--- config.mk ---
export PLATFORM = sky130hd
export DESIGN_NAME = frame_scheduler
export DESIGN_NICKNAME = d
export VERILOG_FILES = /design/src/rtl/frame_scheduler.sv
export SDC_FILE = /design/constraint.sdc
export NUM_CORES = 1
export LEC_CHECK = 0
export BUFFER_PORTS_ARGS = -buffer_cell sky130_fd_sc_hd__buf_2
export CAP_MARGIN = 20
export CELL_PAD_IN_SITES_DETAIL_PLACEMENT = 2
export CELL_PAD_IN_SITES_GLOBAL_PLACEMENT = 2
export CORE_MARGIN = 3
export CORE_UTILIZATION = 34
export DETAILED_ROUTE_END_ITERATION = 6
export GPL_ROUTABILITY_DRIVEN = 0
export PLACE_DENSITY = 0.95
export SYNTH_ARGS = -nofsm -noshare
export SYNTH_HDL_FRONTEND = slang
export SYNTH_SLANG_ARGS = --single-unit
--- constraint.sdc ---
create_clock -name clk -period 10 [get_ports clk]
set_clock_uncertainty 0.15 [all_clocks]
set_input_delay 2 -clock clk [delete_from_list [all_inputs] [get_ports clk]]
set_output_delay 2 -clock clk [all_outputs]
set_load 0.05 [all_outputs]
--- src/rtl/frame_scheduler.sv ---
// Frame sequencer for the TX chain: muxes pilot then payload beats onto one
// valid/ready stream and generates first/last/pilot sidebands per beat.
module frame_scheduler #(
    parameter int LEN_WIDTH  = 13,
    parameter int DATA_WIDTH = 16,
    parameter int GAP_CYCLES = 0
) (
    input  logic                  clk,
    input  logic                  rst,
    input  logic                  cfg_enable,
    input  logic [LEN_WIDTH-1:0]  cfg_frame_length,
    input  logic [LEN_WIDTH-1:0]  cfg_pilot_length,
    input  logic [DATA_WIDTH-1:0] pilot_tdata,
    input  logic                  pilot_tvalid,
    output logic                  pilot_tready,
    input  logic [DATA_WIDTH-1:0] payload_tdata,
    input  logic                  payload_tvalid,
    output logic                  payload_tready,
    output logic [DATA_WIDTH-1:0] m_tdata,
    output logic                  m_tvalid,
    input  logic                  m_tready,
    output logic                  m_tfirst,
    output logic                  m_tlast,
    output logic                  m_tpilot,
    output logic                  busy,
    output logic                  cfg_error,
    output logic [15:0]           frame_count
);

    typedef enum logic [1:0] {IDLE, PILOT, PAYLOAD, GAP} state_t;

    localparam int GW       = (GAP_CYCLES > 1) ? $clog2(GAP_CYCLES) : 1;
    localparam int GAP_LAST = (GAP_CYCLES > 0) ? GAP_CYCLES - 1 : 0;

    state_t               state, state_nxt;
    logic [LEN_WIDTH-1:0] beat, beat_nxt;
    logic [LEN_WIDTH-1:0] flen, flen_nxt;
    logic [LEN_WIDTH-1:0] plen, plen_nxt;
    logic [GW-1:0]        gap_cnt, gap_nxt;
    logic [15:0]          fcnt_nxt;
    logic                 err_nxt;
    logic                 cfg_valid;
    logic                 launch;
    logic                 fire;
    logic [LEN_WIDTH-1:0] flen_m1;
    logic [LEN_WIDTH-1:0] plen_m1;

    assign cfg_valid = (cfg_frame_length >= LEN_WIDTH'(2)) &&
                       (cfg_pilot_length < cfg_frame_length);
    assign flen_m1   = flen - LEN_WIDTH'(1);
    // Only used in PILOT, which is never entered with plen == 0.
    assign plen_m1   = plen - LEN_WIDTH'(1);
    assign fire      = m_tvalid & m_tready;

    always_ff @(posedge clk) begin
        if (!rst) begin
            state       <= IDLE;
            beat        <= '0;
            flen        <= '0;
            plen        <= '0;
            gap_cnt     <= '0;
            frame_count <= '0;
            cfg_error   <= 1'b0;
        end else begin
            state       <= state_nxt;
            beat        <= beat_nxt;
            flen        <= flen_nxt;
            plen        <= plen_nxt;
            gap_cnt     <= gap_nxt;
            frame_count <= fcnt_nxt;
            cfg_error   <= err_nxt;
        end
    end

    always_comb begin
        state_nxt      = state;
        beat_nxt       = beat;
        flen_nxt       = flen;
        plen_nxt       = plen;
        gap_nxt        = gap_cnt;
        fcnt_nxt       = frame_count;
        err_nxt        = cfg_error;
        launch         = 1'b0;
        m_tdata        = '0;
        m_tvalid       = 1'b0;
        m_tfirst       = 1'b0;
        m_tlast        = 1'b0;
        m_tpilot       = 1'b0;
        pilot_tready   = 1'b0;
        payload_tready = 1'b0;
        busy           = 1'b0;

        case (state)
            IDLE: launch = 1'b1;
            PILOT: begin
                m_tdata      = pilot_tdata;
                m_tvalid     = pilot_tvalid;
                pilot_tready = m_tready;
                m_tpilot     = 1'b1;
                m_tfirst     = (beat == '0);
                busy         = 1'b1;
                if (fire) begin
                    beat_nxt = beat + LEN_WIDTH'(1);
                    if (beat == plen_m1)
                        state_nxt = PAYLOAD;
                end
            end
            PAYLOAD: begin
                m_tdata        = payload_tdata;
                m_tvalid       = payload_tvalid;
                payload_tready = m_tready;
                m_tfirst       = (beat == '0);
                m_tlast        = (beat == flen_m1);
                busy           = 1'b1;
                if (fire) begin
                    if (beat == flen_m1) begin
                        fcnt_nxt = frame_count + 16'd1;
                        if (GAP_CYCLES > 0) begin
                            state_nxt = GAP;
                            gap_nxt   = '0;
                        end else begin
                            launch = 1'b1;
                        end
                    end else begin
                        beat_nxt = beat + LEN_WIDTH'(1);
                    end
                end
            end
            GAP: begin
                if (gap_cnt == GW'(GAP_LAST))
                    launch = 1'b1;
                else
                    gap_nxt = gap_cnt + GW'(1);
            end
            default: state_nxt = IDLE;
        endcase

        // Common frame-start decision for IDLE, end of frame and end of gap.
        if (launch) begin
            state_nxt = IDLE;
            if (cfg_enable) begin
                if (cfg_valid) begin
                    flen_nxt  = cfg_frame_length;
                    plen_nxt  = cfg_pilot_length;
                    beat_nxt  = '0;
                    state_nxt = (cfg_pilot_length == '0) ? PAYLOAD : PILOT;
                end else begin
                    err_nxt = 1'b1;
                end
            end
        end
    end

endmodule

==> run summary, run 1 <==
Synthesis-to-layout area growth -> 18.2%
Layout cell share with drive strength beyond 1 -> 20.2%
Mean post-synth cell area -> 7.68 sq um
Critical path arrival -> 3.65 ns
Synth cell count leaders -> nand2_1 (77), dfxtp_1 (58), nor2_1 (36)
Crit path buf inv count -> 3
Worst stage delay on the critical path -> 0.67 ns
R2R cell count -> 9
Clock sinks -> 58
Critical path's slowest cell -> or4b_2
Final non-filler cell total -> 845
Final Worst Setup Slack -> 4.20 ns
Number of synthesized flops with an enable pin -> 0
Final #Nets -> 752
CP max FO -> 7
Synth top area cells -> dfxtp_1 (25%), nand2_1 (6.3%), mux2i_1 (6.1%), ha_1 (5.4%), xnor2_1 (4.0%)
Final period utilization -> 58.0%
Clock transition at the registers of the reported paths -> 0.05 ns
Min cycle time layout -> 5.80 ns
Synth warn -> 0
Core ar. -> 0.0129 sq mm
Critical Setup Path Class -> reg -> out
Hold Path Cell Cnt -> 2
Min-Delay Startpoint -> cfg_error
Main combinational cell family by area after synthesis -> simple AND/OR/NAND/NOR gates
Max Cap Violations -> 0
Final Slew Violations -> 0
Largest net degree at the start of global routing -> 60
Crit path launch type -> register
Initial antenna violation count -> 0
Post-synthesis register bit count -> 58
Post-synthesis sequential area ratio -> 25.3%
Initial Util -> 35.5%
DRT Pass-1 Iters -> 5
Worst min-delay path class -> reg -> reg
Unique masters post-synth -> 67
Final ANT Viol Nets -> 0
Die area -> 0.0149 sq mm
Async SR Flop Fraction -> 0%
Slew @ Worst Pin -> 1.04 ns
Vias/cell -> 6.10
Syn_nets -> 682
CTS H-Tree Depth -> 3
Status -> finished clean
Post-Synth XOR/XNOR Area -> 6.10%
Dpl cells -> 829
First-pass GRT wire length -> 30.4 mm
Critical path's top delay family -> simple AND/OR/NAND/NOR gates
Adder-cell area share of the yosys netlist -> 5.45%
Worst-case hold path end point -> cfg_error
Crit. End Element -> output pin
Starting DRT DRC Count -> 286
Fmax achieved -> 0.172 GHz
Unrepaired setup endpoints after global routing -> no
Wire per inst -> 22.9 um
Root Buffer -> clkbuf_16
Die span in y -> 122 um
Main synth FF type -> dfxtp_1
Post-route DRC violation count -> 0
Final hold viol count -> 0
Buffers on Ports -> 103
Power per cell area -> 140 mW/mm^2
Tot Pwr -> 758 uW
Max_slew headroom -> 30.9%
Share of the synthesized area in the top cell type -> 25.3%
Post-CTS setup repair buffer count -> 0
Final Cell Area -> 0.00543 sq mm
Vias in the first global route -> 5,652
Min Hold Slack -> 0.346 ns
Static Leakage -> 2.29 nW
Post-synthesis instance total -> 598
Setup TNS -> 0 ns
Critical Path Most Common Cell -> inv_1
Hold buffers post-CTS -> 0
Area leader, netlist -> dfxtp_1
Reg-to-reg endpoint -> beat[5]
Maximum VDD drop -> 0.0000557 V
Origin of the critical flop-to-flop path -> state[1]
Endpoints failing setup -> 0
Layout fillers -> 1,524
Post-DP HPWL -> 13.7 mm
Mapped Area -> 0.00459 sq mm
Synth Area in Compound Gates -> 22.2%
Post-Synth Simple-Gate Area -> 26.9%
Global route total overflow -> 0
Final core occ -> 42.0%
Number of diodes -> 0
Post-CTS sizing -> 0
CTS Buffer Depth -> 2
Row count -> 41
Place WS -> 4.60 ns
Count leader, synth -> nand2_1
Post-Route WL -> 19.3 mm
Vias -> 5,153
Clk_lat worst skew -> 0.34 ns
Worst path cell trace -> inv_1, ha_1, or4b_2, or4_1, a32o_1, o21a_2, nor3_2, nand2_1, inv_1, buf_2
WP data required -> 7.85 ns
GRT Util Overall -> 26.1%
CTS tree -> built
DP Area -> 0.00512 sq mm
Chip Width -> 122 um
Mux share of post-synthesis cell area -> 6.10%
# IOs -> 104
Setup slack, reg-to-reg -> 5.94 ns
CTS buffer count -> 9
-- worst max path at each step --
stage                 start       to  depth (start not counted)
finish              flen[0]  m_tlast                         10
global route        flen[0]  m_tlast                         10
CTS                 flen[0]  m_tlast                         10
detailed placement  flen[0]  m_tlast                         10
global placement    flen[0]  m_tlast                         10
floorplan           flen[0]  m_tlast                          9
-- sequential cells by signal, summed over array words and instances (netlist names) --
signal	count
beat	13
cfg_error	1
flen	13
frame_count	16
plen	13
state	2
-- area by class of cell --
cell class / count / area, sq um / area share (%)
flip-flops and latches: 58 / 1160 / 21.4
repair buffers: 107 / 546 / 10.0
well taps: 172 / 215 / 3.96
inverters: 36 / 135 / 2.49
multi-input cells: 456 / 3070 / 56.5
clock inverters: 4 / 50.0 / 0.922
clock buffers: 12 / 256 / 4.72
-- layout by cell type (no fill, tap or decap), types with 8 or more instances in the layout --
cell	count
o21ai_0	11
o31ai_1	15
nor3_1	14
ha_1	20
a22oi_1	18
a21oi_1	31
clkbuf_16	9
or4_1	19
xnor2_1	21
nand2_1	77
mux2i_1	28
nor4_1	14
buf_2	103
dfxtp_1	58
a31oi_1	8
nor2_1	36
a211oi_1	10
nand3_1	18
and3_1	8
nand4_1	11
inv_1	33
xor2_1	11
-- worst min-delay path, cell delays in order (launching register included) --
cell and delay [ns]:
dfxtp_1 0.33, nand2_1 0.05, o21ai_0 0.08
-- power by group --
| part | total, mW | switching [mW] | internal (mW) | leakage, nW |
|---|---|---|---|---|
| Sequential | 0.255 | 0.0151 | 0.240 | 0.471 |
| Clock | 0.324 | 0.118 | 0.206 | 0.145 |
| Combinational | 0.178 | 0.112 | 0.0664 | 1.68 |
-- kinds of logic after synthesis --
logic type,count (synthesis)
DFF,58
and+or+nand+nor,233
adders and majority gates,20
xor gates and xnor gates,32
AOI/OAI and AO/OA,143
muxes,28
buffers and inverters,84
-- routing by layer --
metal | global-route usage (%) | vias to the layer above | part of all wire (%)
met4 | 13.2 | 0 | 3.8
li1 | - | 2347 | -
met3 | 5.99 | 54 | 6.7
met2 | 44.9 | 191 | 49
met5 | 0 | - | 0
met1 | 30.3 | 2561 | 40
Note: power is estimated with default switching activity, not from simulation.
==> run 2, diff against run 1 <==
--- a/config.mk
+++ b/config.mk
@@ -5,15 +5,16 @@
 export SDC_FILE = /design/constraint.sdc
 export NUM_CORES = 1
 export LEC_CHECK = 0
+export ABC_AREA = 1
 export BUFFER_PORTS_ARGS = -buffer_cell sky130_fd_sc_hd__buf_2
 export CAP_MARGIN = 20
 export CELL_PAD_IN_SITES_DETAIL_PLACEMENT = 2
 export CELL_PAD_IN_SITES_GLOBAL_PLACEMENT = 2
 export CORE_MARGIN = 3
-export CORE_UTILIZATION = 34
+export CORE_UTILIZATION = 26
 export DETAILED_ROUTE_END_ITERATION = 6
 export GPL_ROUTABILITY_DRIVEN = 0
-export PLACE_DENSITY = 0.95
+export PLACE_DENSITY = 0.86
 export SYNTH_ARGS = -nofsm -noshare
 export SYNTH_HDL_FRONTEND = slang
 export SYNTH_SLANG_ARGS = --single-unit
==> constraint.sdc (replaced) <==
create_clock -name clk -period 5.15 [get_ports clk]
set_clock_uncertainty 0.15 [all_clocks]
set_input_delay 1.03 -clock clk [delete_from_list [all_inputs] [get_ports clk]]
set_output_delay 1.03 -clock clk [all_outputs]
set_load 0.05 [all_outputs]
==> run 2 against run 1 <==
Clock power is 110% higher. Critical path type unchanged. Largest cell class unchanged. Total power up 130%. Die area rose by 47%.
==> run summary, run 2 <==
Worst min-delay path class -> reg -> reg
Area leader, netlist -> dfxtp_1
Worst stage delay on the critical path -> 0.36 ns
Mean post-synth cell area -> 5.70 sq um
Post-route DRC violation count -> 0
Max Cap Violations -> 0
Clk_lat worst skew -> 0.35 ns
Multi-input logic area -> 0.00339 sq mm
Top reg by flops -> frame_count
Post-synthesis instance total -> 919
CTS H-Tree Depth -> 3
DRT Pass-1 Iters -> 5
Switching Fraction -> 37.9%
Fmax achieved -> 0.258 GHz
Initial Util -> 26.7%
Max_slew headroom -> 28.2%
Final period utilization -> 75.3%
R2R cell count -> 14
Hold Path Cell Cnt -> 2
Endpoints failing setup -> 0
Syn_nets -> 1,003
Maximum VDD drop -> 0.000283 V
Max layer used -> met4
Routed length on met1 -> 10.2 mm
Worst-case hold path end point -> cfg_error
Starting DRT DRC Count -> 327
Crit. End Element -> output pin
Clock transition at the registers of the reported paths -> 0.06 ns
Post-DP HPWL -> 16.7 mm
Register share of total power -> 30.1%
Count leader, synth -> nand2_1
Int Pwr -> 1.07 mW
Static Leakage -> 3.19 nW
Max reg flops -> 16
WP data required -> 3.97 ns
Sequential standard cell area -> 0.00116 sq mm
Post-CTS sizing -> 0
Met2 WL -> 11.7 mm
DP Area -> 0.00597 sq mm
Unrepaired setup endpoints after global routing -> no
Hold buffers post-CTS -> 0
Share of the synthesized area in the top cell type -> 22.2%
Critical path arrival -> 2.70 ns
Layout fillers -> 2,512
Unique masters post-synth -> 36
Wire per inst -> 18.1 um
Met3 routed WL -> 617 um
Vias/cell -> 5.00
CTS Buffer Depth -> 2
Row count -> 51
Most frequent cells in the layout -> nand2_1 (274), inv_1 (130), nor2_1 (103), buf_2 (103), a21oi_1 (67)
CTS buffer count -> 9
CP max FO -> 16
Core ar. -> 0.0197 sq mm
Synth cell count leaders -> nand2_1 (274), inv_1 (130), nor2_1 (103)
Most common cell after layout, fill and taps aside -> nand2_1
Die area -> 0.0219 sq mm
Largest net degree at the start of global routing -> 38
Number of diodes -> 0
Min-Delay Startpoint -> cfg_error
Final hold viol count -> 0
Async SR Flop Fraction -> 0%
Mapped Area -> 0.00524 sq mm
Setup slack, reg-to-reg -> 1.29 ns
Synth top area cells -> dfxtp_1 (22%), nand2_1 (20%), inv_1 (9.3%), nor2_1 (7.4%), a21oi_1 (6.4%)
Critical path's slowest cell -> nand3_2
Global route total overflow -> 0
Layout cell share with drive strength beyond 1 -> 14.6%
Dpl cells -> 1,257
Origin of the critical flop-to-flop path -> state[0]
Number of synthesized flops with an enable pin -> 0
Power per cell area -> 274 mW/mm^2
Post-synthesis sequential area ratio -> 22.2%
Final ANT Viol Nets -> 0
Initial antenna violation count -> 0
Vias -> 6,355
Critical Path Most Common Cell -> nor2_1
Worst path cell trace -> inv_2, ha_1, nand2_1, inv_1, nor2_1, nand2_1, nor2_1, nand2_1, nor2_1, nand2_1, nor2_1, nand3_2, nor2_1, buf_2
Clock power share -> 38.7%
Combinational Power Share -> 31.2%
Main synth FF type -> dfxtp_1
First-pass GRT wire length -> 37.0 mm
Final Cell Area -> 0.00628 sq mm
CTS tree -> built
Final #Nets -> 1,087
Synth warn -> 0
Slew @ Worst Pin -> 1.07 ns
Min Hold Slack -> 0.306 ns
Tot Pwr -> 1.72 mW
# IOs -> 104
Synthesis-to-layout area growth -> 19.9%
Final Slew Violations -> 0
Clock sinks -> 58
Crit path launch type -> register
Vias in the first global route -> 6,914
GRT Util Overall -> 21.0%
Status -> finished clean
Die span in y -> 148 um
Post-CTS setup repair buffer count -> 0
Reg-to-reg endpoint -> plen[7]
Critical Setup Path Class -> reg -> out
Min cycle time layout -> 3.88 ns
Post-Route WL -> 23.0 mm
Post-synthesis register bit count -> 58
Root Buffer -> clkbuf_16
Chip Width -> 148 um
Final non-filler cell total -> 1,272
P_sw -> 652 uW
Setup TNS -> 0 ns
Buffers on Ports -> 103
## run 2: cell types whose count changed after synthesis, sizes merged, moves of 12 or more
cell / previous run / this run
nand2: 77 / 278
inv: 33 / 134
nor2: 36 / 110
nand3: 18 / 64
nand4: 12 / 53
a21oi: 31 / 67
mux2i: 28 / 0
or4: 20 / 0
a22oi: 18 / 0
clkbuf: 30 / 16
o31ai: 15 / 1
xnor2: 21 / 9
xor2: 11 / 23
## run 2: worst max-delay path, delay by kind of cell (launching register included)
kind | cells | cell delay [ns]
adder cells (fa/ha/maj) | 1 | 0.32
buffers and inverters | 3 | 0.40
flip-flops | 1 | 0.35
AND/OR/NAND/NOR | 10 | 1.24
## run 2: per-layer routing
layer  vias to the layer above  global-route usage (%)
met5                         -                       0
met4                         0                    5.82
met3                        34                    3.16
met2                        85                    37.6
met1                      3138                    26.1
li1                       3098                       -
## run 2: cells by family (layout without fill, tap and decap cells)
| family | after synthesis | in the layout | synth area share [%] |
|---|---|---|---|
| AO/OA/AOI/OAI | 97 | 97 | 9.60 |
| XOR/XNOR | 32 | 32 | 5.35 |
| flip-flops | 58 | 58 | 22.2 |
| adder cells (fa/ha/maj) | 20 | 20 | 4.77 |
| AND/OR/NAND/NOR | 537 | 537 | 45.0 |
| buffers and inverters | 175 | 263 | 13.1 |
## run 2: cell type report
type                            count  share of cell area, %
Tap cell                          265                   5.28
Sequential cell                    58                   18.5
Clock inverter                      5                   1.27
Clock buffer                       10                   3.64
Inverter                          137                   8.18
Timing Repair Buffer              111                   9.16
Multi-Input combinational cell    686                   54.0
## run 2: worst max-delay path by stage
| stage | start | end | depth (start not counted) |
|---|---|---|---|
| 2_1_floorplan | state[0] | m_tfirst | 5 |
| 3_3_place_gp | flen[0] | m_tlast | 14 |
| 3_5_place_dp | state[0] | flen[10] | 14 |
| 4_1_cts | flen[0] | m_tlast | 14 |
| 5_1_grt | flen[0] | m_tlast | 14 |
| 6_report | flen[0] | m_tlast | 14 |
## run 2: power by group through the flow
stage | registers [mW] | clock network [mW] | logic, mW
2_1_floorplan | 0.511 | 0 | 0.377
3_3_place_gp | 0.525 | 0 | 0.490
3_5_place_dp | 0.528 | 0 | 0.522
4_1_cts | 0.519 | 0.674 | 0.540
5_1_grt | 0.522 | 0.692 | 0.609
6_report | 0.519 | 0.667 | 0.537
## run 2: metrics by stage
step	setup slack, ns	util [%]
6_report	1.27	32.0
5_1_grt	1.00	32.0
4_1_cts	1.29	32.0
3_5_place_dp	1.51	30.4
3_3_place_gp	1.74	30.4
2_1_floorplan	1.39	-
